$ cat config.mk
export PLATFORM = sky130hd
export DESIGN_NAME = vfpu_engine_flat
export DESIGN_NICKNAME = d
export VERILOG_FILES = /design/src/rtl/vfpu_engine_pkg.sv /design/src/rtl/vfpu_engine_if.sv /design/src/rtl/vfpu_engine_lane.sv /design/src/rtl/vfpu_engine.sv /design/src/flat_wrapper.sv
export SDC_FILE = /design/constraint.sdc
export NUM_CORES = 1
export LEC_CHECK = 0
export ABC_CLOCK_PERIOD_IN_PS = 5050
export BUFFER_PORTS_ARGS = -buffer_cell sky130_fd_sc_hd__buf_2
export CAP_MARGIN = 30
export CELL_PAD_IN_SITES_DETAIL_PLACEMENT = 1
export CELL_PAD_IN_SITES_GLOBAL_PLACEMENT = 2
export CORE_ASPECT_RATIO = 1.4
export CORE_MARGIN = 3
export CORE_UTILIZATION = 39
export DETAILED_ROUTE_END_ITERATION = 16
export PLACE_DENSITY_LB_ADDON = 0.15
export SLEW_MARGIN = 10
export SYNTH_ARGS = -nofsm -noshare
export SYNTH_HDL_FRONTEND = slang
export SYNTH_HIERARCHICAL = 1
export SYNTH_SLANG_ARGS = --single-unit
$ cat constraint.sdc
create_clock -name clk_i -period 5.05 [get_ports clk_i]
set_clock_uncertainty 0.1 [all_clocks]
set_input_delay 1.01 -clock clk_i [delete_from_list [all_inputs] [get_ports clk_i]]
set_output_delay 1.01 -clock clk_i [all_outputs]
set_load 0.01 [all_outputs]
$ cat src/rtl/vfpu_engine_pkg.sv
// Shared types for the SIMD arithmetic engine: lane opcodes and the job
// control word sampled on start.
package vfpu_package;

  localparam int unsigned VFPU_LEN_WIDTH = 16;

  typedef enum logic [1:0] {
    VFPU_ADD = 2'd0,
    VFPU_SUB = 2'd1,
    VFPU_MIN = 2'd2,
    VFPU_MAX = 2'd3
  } vfpu_op_e;

  typedef struct packed {
    vfpu_op_e                  operation;
    logic [VFPU_LEN_WIDTH-1:0] len;
  } vfpu_ctrl_t;

endpackage

$ cat src/rtl/vfpu_engine_if.sv
// Valid/ready stream with byte strobes; source drives the payload, sink
// returns ready.
interface hwpe_stream_intf_stream #(
  parameter int unsigned DATA_WIDTH = 64
) ();

  logic                    valid;
  logic                    ready;
  logic [DATA_WIDTH-1:0]   data;
  logic [DATA_WIDTH/8-1:0] strb;

  modport source (output valid, data, strb, input ready);
  modport sink   (input valid, data, strb, output ready);

endinterface

$ cat src/rtl/vfpu_engine_lane.sv
// One SIMD lane ALU: wrapping add/sub and signed min/max, purely combinational.
module vfpu_lane
  import vfpu_package::*;
#(
  parameter int unsigned LANE_WIDTH = 32
) (
  input  vfpu_op_e              op_i,
  input  logic [LANE_WIDTH-1:0] a_i,
  input  logic [LANE_WIDTH-1:0] b_i,
  output logic [LANE_WIDTH-1:0] res_o
);

  logic a_lt_b;

  always_comb begin
    a_lt_b = $signed(a_i) < $signed(b_i);
    res_o  = '0;
    case (op_i)
      VFPU_ADD: res_o = a_i + b_i;
      VFPU_SUB: res_o = a_i - b_i;
      VFPU_MIN: res_o = a_lt_b ? a_i : b_i;
      default:  res_o = a_lt_b ? b_i : a_i;
    endcase
  end

endmodule

$ cat src/rtl/vfpu_engine.sv
// Two-stage elastic SIMD engine: joins operand streams A and B, computes per-lane
// results and counts accepted operands and emitted results against the job length.
module vfpu_engine
  import vfpu_package::*;
#(
  parameter int unsigned DATA_WIDTH = 64,
  parameter int unsigned LANE_WIDTH = 32,
  parameter int unsigned LEN_WIDTH  = VFPU_LEN_WIDTH
) (
  input  logic                  clk_i,
  input  logic                  rst_ni,
  input  logic                  clear_i,
  input  logic                  start_i,
  input  vfpu_ctrl_t            ctrl_i,
  hwpe_stream_intf_stream.sink   a_i,
  hwpe_stream_intf_stream.sink   b_i,
  hwpe_stream_intf_stream.source r_o,
  output logic                  busy_o,
  output logic                  done_o
);

  localparam int NUM_LANES  = int'(DATA_WIDTH / LANE_WIDTH);
  localparam int STRB_WIDTH = int'(DATA_WIDTH / 8);
  localparam logic [0:0] ST_IDLE = 1'b0;
  localparam logic [0:0] ST_RUN  = 1'b1;

  logic [0:0]            state_q, state_d;
  vfpu_op_e              op_q, op_d;
  logic [LEN_WIDTH-1:0]  len_q, len_d;
  logic [LEN_WIDTH-1:0]  in_cnt_q, in_cnt_d;
  logic [LEN_WIDTH-1:0]  out_cnt_q, out_cnt_d;
  logic                  done_q, done_d;
  logic                  s1_valid_q, s1_valid_d;
  logic [DATA_WIDTH-1:0] s1_a_q, s1_a_d, s1_b_q, s1_b_d;
  logic [STRB_WIDTH-1:0] s1_strb_q, s1_strb_d;
  logic                  s2_valid_q, s2_valid_d;
  logic [DATA_WIDTH-1:0] s2_data_q, s2_data_d;
  logic [STRB_WIDTH-1:0] s2_strb_q, s2_strb_d;
  logic [DATA_WIDTH-1:0] lane_res;
  logic                  s1_free, s2_free, accept, in_fire, s1_move, out_fire;

  // A stage may load when empty or when it is draining in the same cycle.
  assign s2_free  = ~s2_valid_q | r_o.ready;
  assign s1_free  = ~s1_valid_q | s2_free;
  assign accept   = (state_q == ST_RUN) & (in_cnt_q < len_q) & s1_free;
  assign a_i.ready = b_i.valid & accept;
  assign b_i.ready = a_i.valid & accept;
  assign in_fire  = a_i.valid & b_i.valid & accept;
  assign s1_move  = s1_valid_q & s2_free;
  assign out_fire = s2_valid_q & r_o.ready;

  assign r_o.valid = s2_valid_q;
  assign r_o.data  = s2_data_q;
  assign r_o.strb  = s2_strb_q;
  assign busy_o    = (state_q == ST_RUN);
  assign done_o    = done_q;

  for (genvar gi = 0; gi < NUM_LANES; gi++) begin : g_lane
    vfpu_lane #(.LANE_WIDTH(LANE_WIDTH)) u_lane (
      .op_i  (op_q),
      .a_i   (s1_a_q[gi*LANE_WIDTH +: LANE_WIDTH]),
      .b_i   (s1_b_q[gi*LANE_WIDTH +: LANE_WIDTH]),
      .res_o (lane_res[gi*LANE_WIDTH +: LANE_WIDTH])
    );
  end

  always_comb begin
    state_d    = state_q;
    op_d       = op_q;
    len_d      = len_q;
    in_cnt_d   = in_cnt_q;
    out_cnt_d  = out_cnt_q;
    done_d     = 1'b0;
    s1_a_d     = s1_a_q;
    s1_b_d     = s1_b_q;
    s1_strb_d  = s1_strb_q;
    s2_data_d  = s2_data_q;
    s2_strb_d  = s2_strb_q;
    s1_valid_d = in_fire | (s1_valid_q & ~s2_free);
    s2_valid_d = s1_move | (s2_valid_q & ~r_o.ready);

    if (in_fire) begin
      s1_a_d    = a_i.data;
      s1_b_d    = b_i.data;
      s1_strb_d = a_i.strb & b_i.strb;
      in_cnt_d  = in_cnt_q + LEN_WIDTH'(1);
    end
    if (s1_move) begin
      s2_data_d = lane_res;
      s2_strb_d = s1_strb_q;
    end
    if (out_fire) begin
      out_cnt_d = out_cnt_q + LEN_WIDTH'(1);
    end

    case (state_q)
      ST_IDLE: begin
        if (start_i) begin
          op_d      = ctrl_i.operation;
          len_d     = LEN_WIDTH'(ctrl_i.len);
          in_cnt_d  = '0;
          out_cnt_d = '0;
          if (ctrl_i.len == '0) done_d = 1'b1;
          else                  state_d = ST_RUN;
        end
      end
      default: begin
        if (out_fire && (out_cnt_q + LEN_WIDTH'(1) == len_q)) begin
          state_d = ST_IDLE;
          done_d  = 1'b1;
        end
      end
    endcase

    if (clear_i) begin
      state_d    = ST_IDLE;
      in_cnt_d   = '0;
      out_cnt_d  = '0;
      done_d     = 1'b0;
      s1_valid_d = 1'b0;
      s2_valid_d = 1'b0;
    end
  end

  always_ff @(posedge clk_i or negedge rst_ni) begin
    if (!rst_ni) begin
      state_q    <= ST_IDLE;
      op_q       <= VFPU_ADD;
      len_q      <= '0;
      in_cnt_q   <= '0;
      out_cnt_q  <= '0;
      done_q     <= 1'b0;
      s1_valid_q <= 1'b0;
      s1_a_q     <= '0;
      s1_b_q     <= '0;
      s1_strb_q  <= '0;
      s2_valid_q <= 1'b0;
      s2_data_q  <= '0;
      s2_strb_q  <= '0;
    end else begin
      state_q    <= state_d;
      op_q       <= op_d;
      len_q      <= len_d;
      in_cnt_q   <= in_cnt_d;
      out_cnt_q  <= out_cnt_d;
      done_q     <= done_d;
      s1_valid_q <= s1_valid_d;
      s1_a_q     <= s1_a_d;
      s1_b_q     <= s1_b_d;
      s1_strb_q  <= s1_strb_d;
      s2_valid_q <= s2_valid_d;
      s2_data_q  <= s2_data_d;
      s2_strb_q  <= s2_strb_d;
    end
  end

endmodule

$ cat src/flat_wrapper.sv
// flat-port wrapper written by rule: the top's interface ports become plain ports
module vfpu_engine_flat import vfpu_package::*;
#(
  parameter int unsigned DATA_WIDTH = 64,
  parameter int unsigned LANE_WIDTH = 32,
  parameter int unsigned LEN_WIDTH  = VFPU_LEN_WIDTH
)
  (clk_i, rst_ni, clear_i, start_i, ctrl_i, busy_o, done_o, a_i_valid, a_i_data, a_i_strb, a_i_ready, b_i_valid, b_i_data, b_i_strb, b_i_ready, r_o_valid, r_o_data, r_o_strb, r_o_ready);
  hwpe_stream_intf_stream #(.DATA_WIDTH(DATA_WIDTH)) a_i_i ();
  hwpe_stream_intf_stream #(.DATA_WIDTH(DATA_WIDTH)) b_i_i ();
  hwpe_stream_intf_stream #(.DATA_WIDTH(DATA_WIDTH)) r_o_i ();
  input  logic clk_i;
  input  logic rst_ni;
  input  logic clear_i;
  input  logic start_i;
  input  vfpu_ctrl_t ctrl_i;
  output logic busy_o;
  output logic done_o;
  input wire logic [$bits(a_i_i.valid)-1:0] a_i_valid;
  input wire logic [$bits(a_i_i.data)-1:0] a_i_data;
  input wire logic [$bits(a_i_i.strb)-1:0] a_i_strb;
  output wire logic [$bits(a_i_i.ready)-1:0] a_i_ready;
  input wire logic [$bits(b_i_i.valid)-1:0] b_i_valid;
  input wire logic [$bits(b_i_i.data)-1:0] b_i_data;
  input wire logic [$bits(b_i_i.strb)-1:0] b_i_strb;
  output wire logic [$bits(b_i_i.ready)-1:0] b_i_ready;
  output wire logic [$bits(r_o_i.valid)-1:0] r_o_valid;
  output wire logic [$bits(r_o_i.data)-1:0] r_o_data;
  output wire logic [$bits(r_o_i.strb)-1:0] r_o_strb;
  input wire logic [$bits(r_o_i.ready)-1:0] r_o_ready;
  assign a_i_i.valid = a_i_valid;
  assign a_i_i.data = a_i_data;
  assign a_i_i.strb = a_i_strb;
  assign a_i_ready = a_i_i.ready;
  assign b_i_i.valid = b_i_valid;
  assign b_i_i.data = b_i_data;
  assign b_i_i.strb = b_i_strb;
  assign b_i_ready = b_i_i.ready;
  assign r_o_valid = r_o_i.valid;
  assign r_o_data = r_o_i.data;
  assign r_o_strb = r_o_i.strb;
  assign r_o_i.ready = r_o_ready;
  vfpu_engine #(.DATA_WIDTH(DATA_WIDTH), .LANE_WIDTH(LANE_WIDTH), .LEN_WIDTH(LEN_WIDTH)) u_core (.clk_i(clk_i), .rst_ni(rst_ni), .clear_i(clear_i), .start_i(start_i), .ctrl_i(ctrl_i), .a_i(a_i_i), .b_i(b_i_i), .r_o(r_o_i), .busy_o(busy_o), .done_o(done_o));
endmodule
==> results.md <==
- Commonest cells post-synth: 530 x nand2_1, 262 x dfrtp_1, 174 x a21oi_1
- Setup_tns: 0 ns
- Crit Path Category: reg -> reg
- Worst path cell trace: inv_1 > ha_1 > nor2b_1 > or3_1 > o311ai_0 > a211oi_1 > a211oi_1 > o221ai_1 > o211a_1 > xnor2_1 > mux2_2 > mux2_2
- Fmax: about 240 MHz
- Detailed Routing Iterations Pass 1: 5
- Remaining DRCs: 0
- Peak supply drop: between 300 and 400 uV
- Die Ht: approximately 280 um
- Wire length per cell: between 20 and 25 um
- Dpl cells: roughly 3.3k
- Buffers on Ports: approximately 250
- Global Route Usage Sum: 0.2506
- Post-detail-place hpwl: 53,730 um
- Post-synth ARST share: 1.000
- Worst-path maximum fanout: 9
- Synthesized Nets: approximately 2.8k
- Post-synth EDFFs: 0
- GPL Wtd Cong: a little over 0.9
- Worst-Skew Late Latency: 0.61 ns
- Total CTS buffers: 30
- Synth area leader: dfrtp_1
- Top cells by area, synth: dfrtp_1 32%, nand2_1 9.7%, ha_1 8.8%
- Pleak: roughly 11 nW
- Setup Viol. Count Final: 0
- DRT Wirelength: about 70,000 um
- Worst slew pin tran: about 0.85 ns
- Ports: ~250
- Synthesized flop and latch total: 262
- Register Area: roughly 6600 um^2
- Non-Filler Instances: 3,333
- Pin count of the biggest net entering global routing: between 90 and 100
- Setup Buffers After CTS: 0
- Hold Vio Cnt, Final: 0
- Clock Tree Root: clkbuf_16
- Data required, critical path: between 5 and 6 ns
- Number of synthesis warnings: 6
- Syn Inst Count: between 2k and 2.5k
- DR iter-0 viols: just under 700
- Post-DP Area: 22,000 um^2
- Via-to-Cell Ratio: roughly 5.6
- CTS-repair resized insts: 0
- Hold Slack: approximately 0.32 ns
- First-pass GRT wire length: ~110,000 um
- Core footprint: a little over 50,000 um^2
- Status: completed
- Design Area, Final: roughly 23,000 um^2
- Setup WS post-layout: between 0.9 and 1 ns
- Nets: a little under 3k
- Fin crit period: between 4 and 5 ns
- Normalized max-slew margin: 0.4359
- Maximum Capacitance Violations: 0
- Clock transition at the registers of the reported paths: ~0.070 ns
- FP Rows: 98
- Count of cell types in the netlist: 104
- Post-synthesis sequential area ratio: 0.3209
- Initial antenna violation count: 4
- CTS tree: built
- Layout cells sized above 1: 0.1730
- Setup WS pre-CTS: about 0.99 ns
- RSZ-0062 raised after global routing: no
- Syn Area/Cell: a little over 8 um^2
- H-tree depth: 1
- Slowest CP cell: o311ai_0
- Element type at the critical path end: register
- CTS Buffer Depth: 3
- Number of global-route vias before repair: approximately 20k
- Vias: around 19k
- Routed Antenna Nets: 0
- Power Total: between 10 and 15 mW
- CP peak stage delay: 0.67 ns
- Top-count cell post-synth: nand2_1
- Setup crit start kind: register
- Synthesis-to-finish area growth: 12.85%
- Post-CTS Hold Buffers: 0
- Final-report max-slew violation count: 0
- Period utilization: 0.8125
- PD cells: between 400 and 500 nW/um^2
- Cell Area, Synth: about 20,000 um^2
- Initial core utilization: 0.3967
- Hold WC Path Type: in -> async
- Total gr overflow: 0
- Final core occ: 0.4477
- Worst EP arrival: roughly 4.5 ns
- Top_reg_cell synth: dfrtp_1
- Fill cells: ~6.3k
- Clock sink count: 262
- Full die area: ~55,000 um^2
- Die W: approximately 200 um
- Post-synth top area share: 0.3209
- Area occupied by multi-input gates: 12,580 um^2
path summary, 6_finish.rpt:
check                                     from             endpoint  slack, ns  cells past startpoint
setup / recovery              u_core/s1_b_q[6]  u_core/r_o.data[23]       0.95                     12
hold / removal                          rst_ni    u_core/s1_a_q[10]       0.32                      1
setup reg to reg              u_core/s1_b_q[6]  u_core/r_o.data[23]       0.95                     12
hold reg to reg            u_core/s1_strb_q[5]  u_core/s1_strb_q[5]       0.36                      2
max in group asynchronous               rst_ni      u_core/len_q[7]       3.40                      2
min in group clk_i         u_core/s1_strb_q[5]  u_core/s1_strb_q[5]       0.36                      2
registers in the layout, indices dropped and copies added, names as in the netlist:
signal             count
u_core/s1_a_q         64
u_core/r_o.strb        8
u_core/busy_o          1
u_core/r_o.data       64
u_core/s1_strb_q       8
u_core/out_cnt_q      16
u_core/s1_b_q         64
u_core/r_o.valid       1
u_core/in_cnt_q       16
u_core/op_q            2
u_core/done_o          1
u_core/s1_valid_q      1
u_core/len_q          16
cells in the final DEF, fill, tap and decap left out, drive strengths merged, types with 10 or more instances in the layout:
cell and instances:
nand3 50, o21a 24, mux2i 75, a31oi 16
xnor2 64, nor2 159, o21bai 11, and3 13
a21oi 175, and2 10, nor3 42, nand2b 18
inv 151, a221oi 14, nor2b 25, o31ai 19
ha 143, a211oi 20, a21o 40, clkbuf 37
nand4 23, nand2 530, or3 23, xor2 24
buf 273, clkinv 12, mux2 84, nor4 17
dfrtp 262, o211ai 26, o21ai 138
per-layer routing:
metal | global-route usage | share of wire
met1 | 0.2824 | 0.39
met2 | 0.4860 | 0.54
met3 | 0.01874 | 0.025
met4 | 0.08899 | 0.039
met5 | 0 | 0
cells by family after synthesis:
group           after synthesis  share of synthesized area
simple gates                956                     0.2082
mux                         159                    0.08304
compound gates              588                     0.1928
flops                       262                     0.3209
buf+inv                     291                    0.06491
fa+ha+maj                   147                    0.09149
xor+xnor                     88                    0.03864
power by group:
group	internal (mW)	switching, mW	total (mW)
registers	2.59	0.483	3.08
logic	2.23	3.23	5.46
clock network	1.33	0.992	2.32
worst max-delay path: cells and delay by family (launching register included):
kind,cells,cell delay (ns)
AND/OR/NAND/NOR,2,0.48
AO/OA/AOI/OAI,5,1.87
buffers and inverters,1,0.06
flip-flops,1,0.39
XOR/XNOR,1,0.12
multiplexers,2,0.52
adder cells (fa/ha/maj),1,0.44
final cells by class:
class                      instances  share of cell area
antenna                            1           0.0001085
multi-input combinational       1938              0.5456
tap                              650             0.03527
clock inverter                    19            0.009768
clock buffer                      37             0.03587
inverter                         153             0.02491
timing repair buffer             273             0.06382
sequential                       262              0.2847
Power figures use the tool's default switching activity.
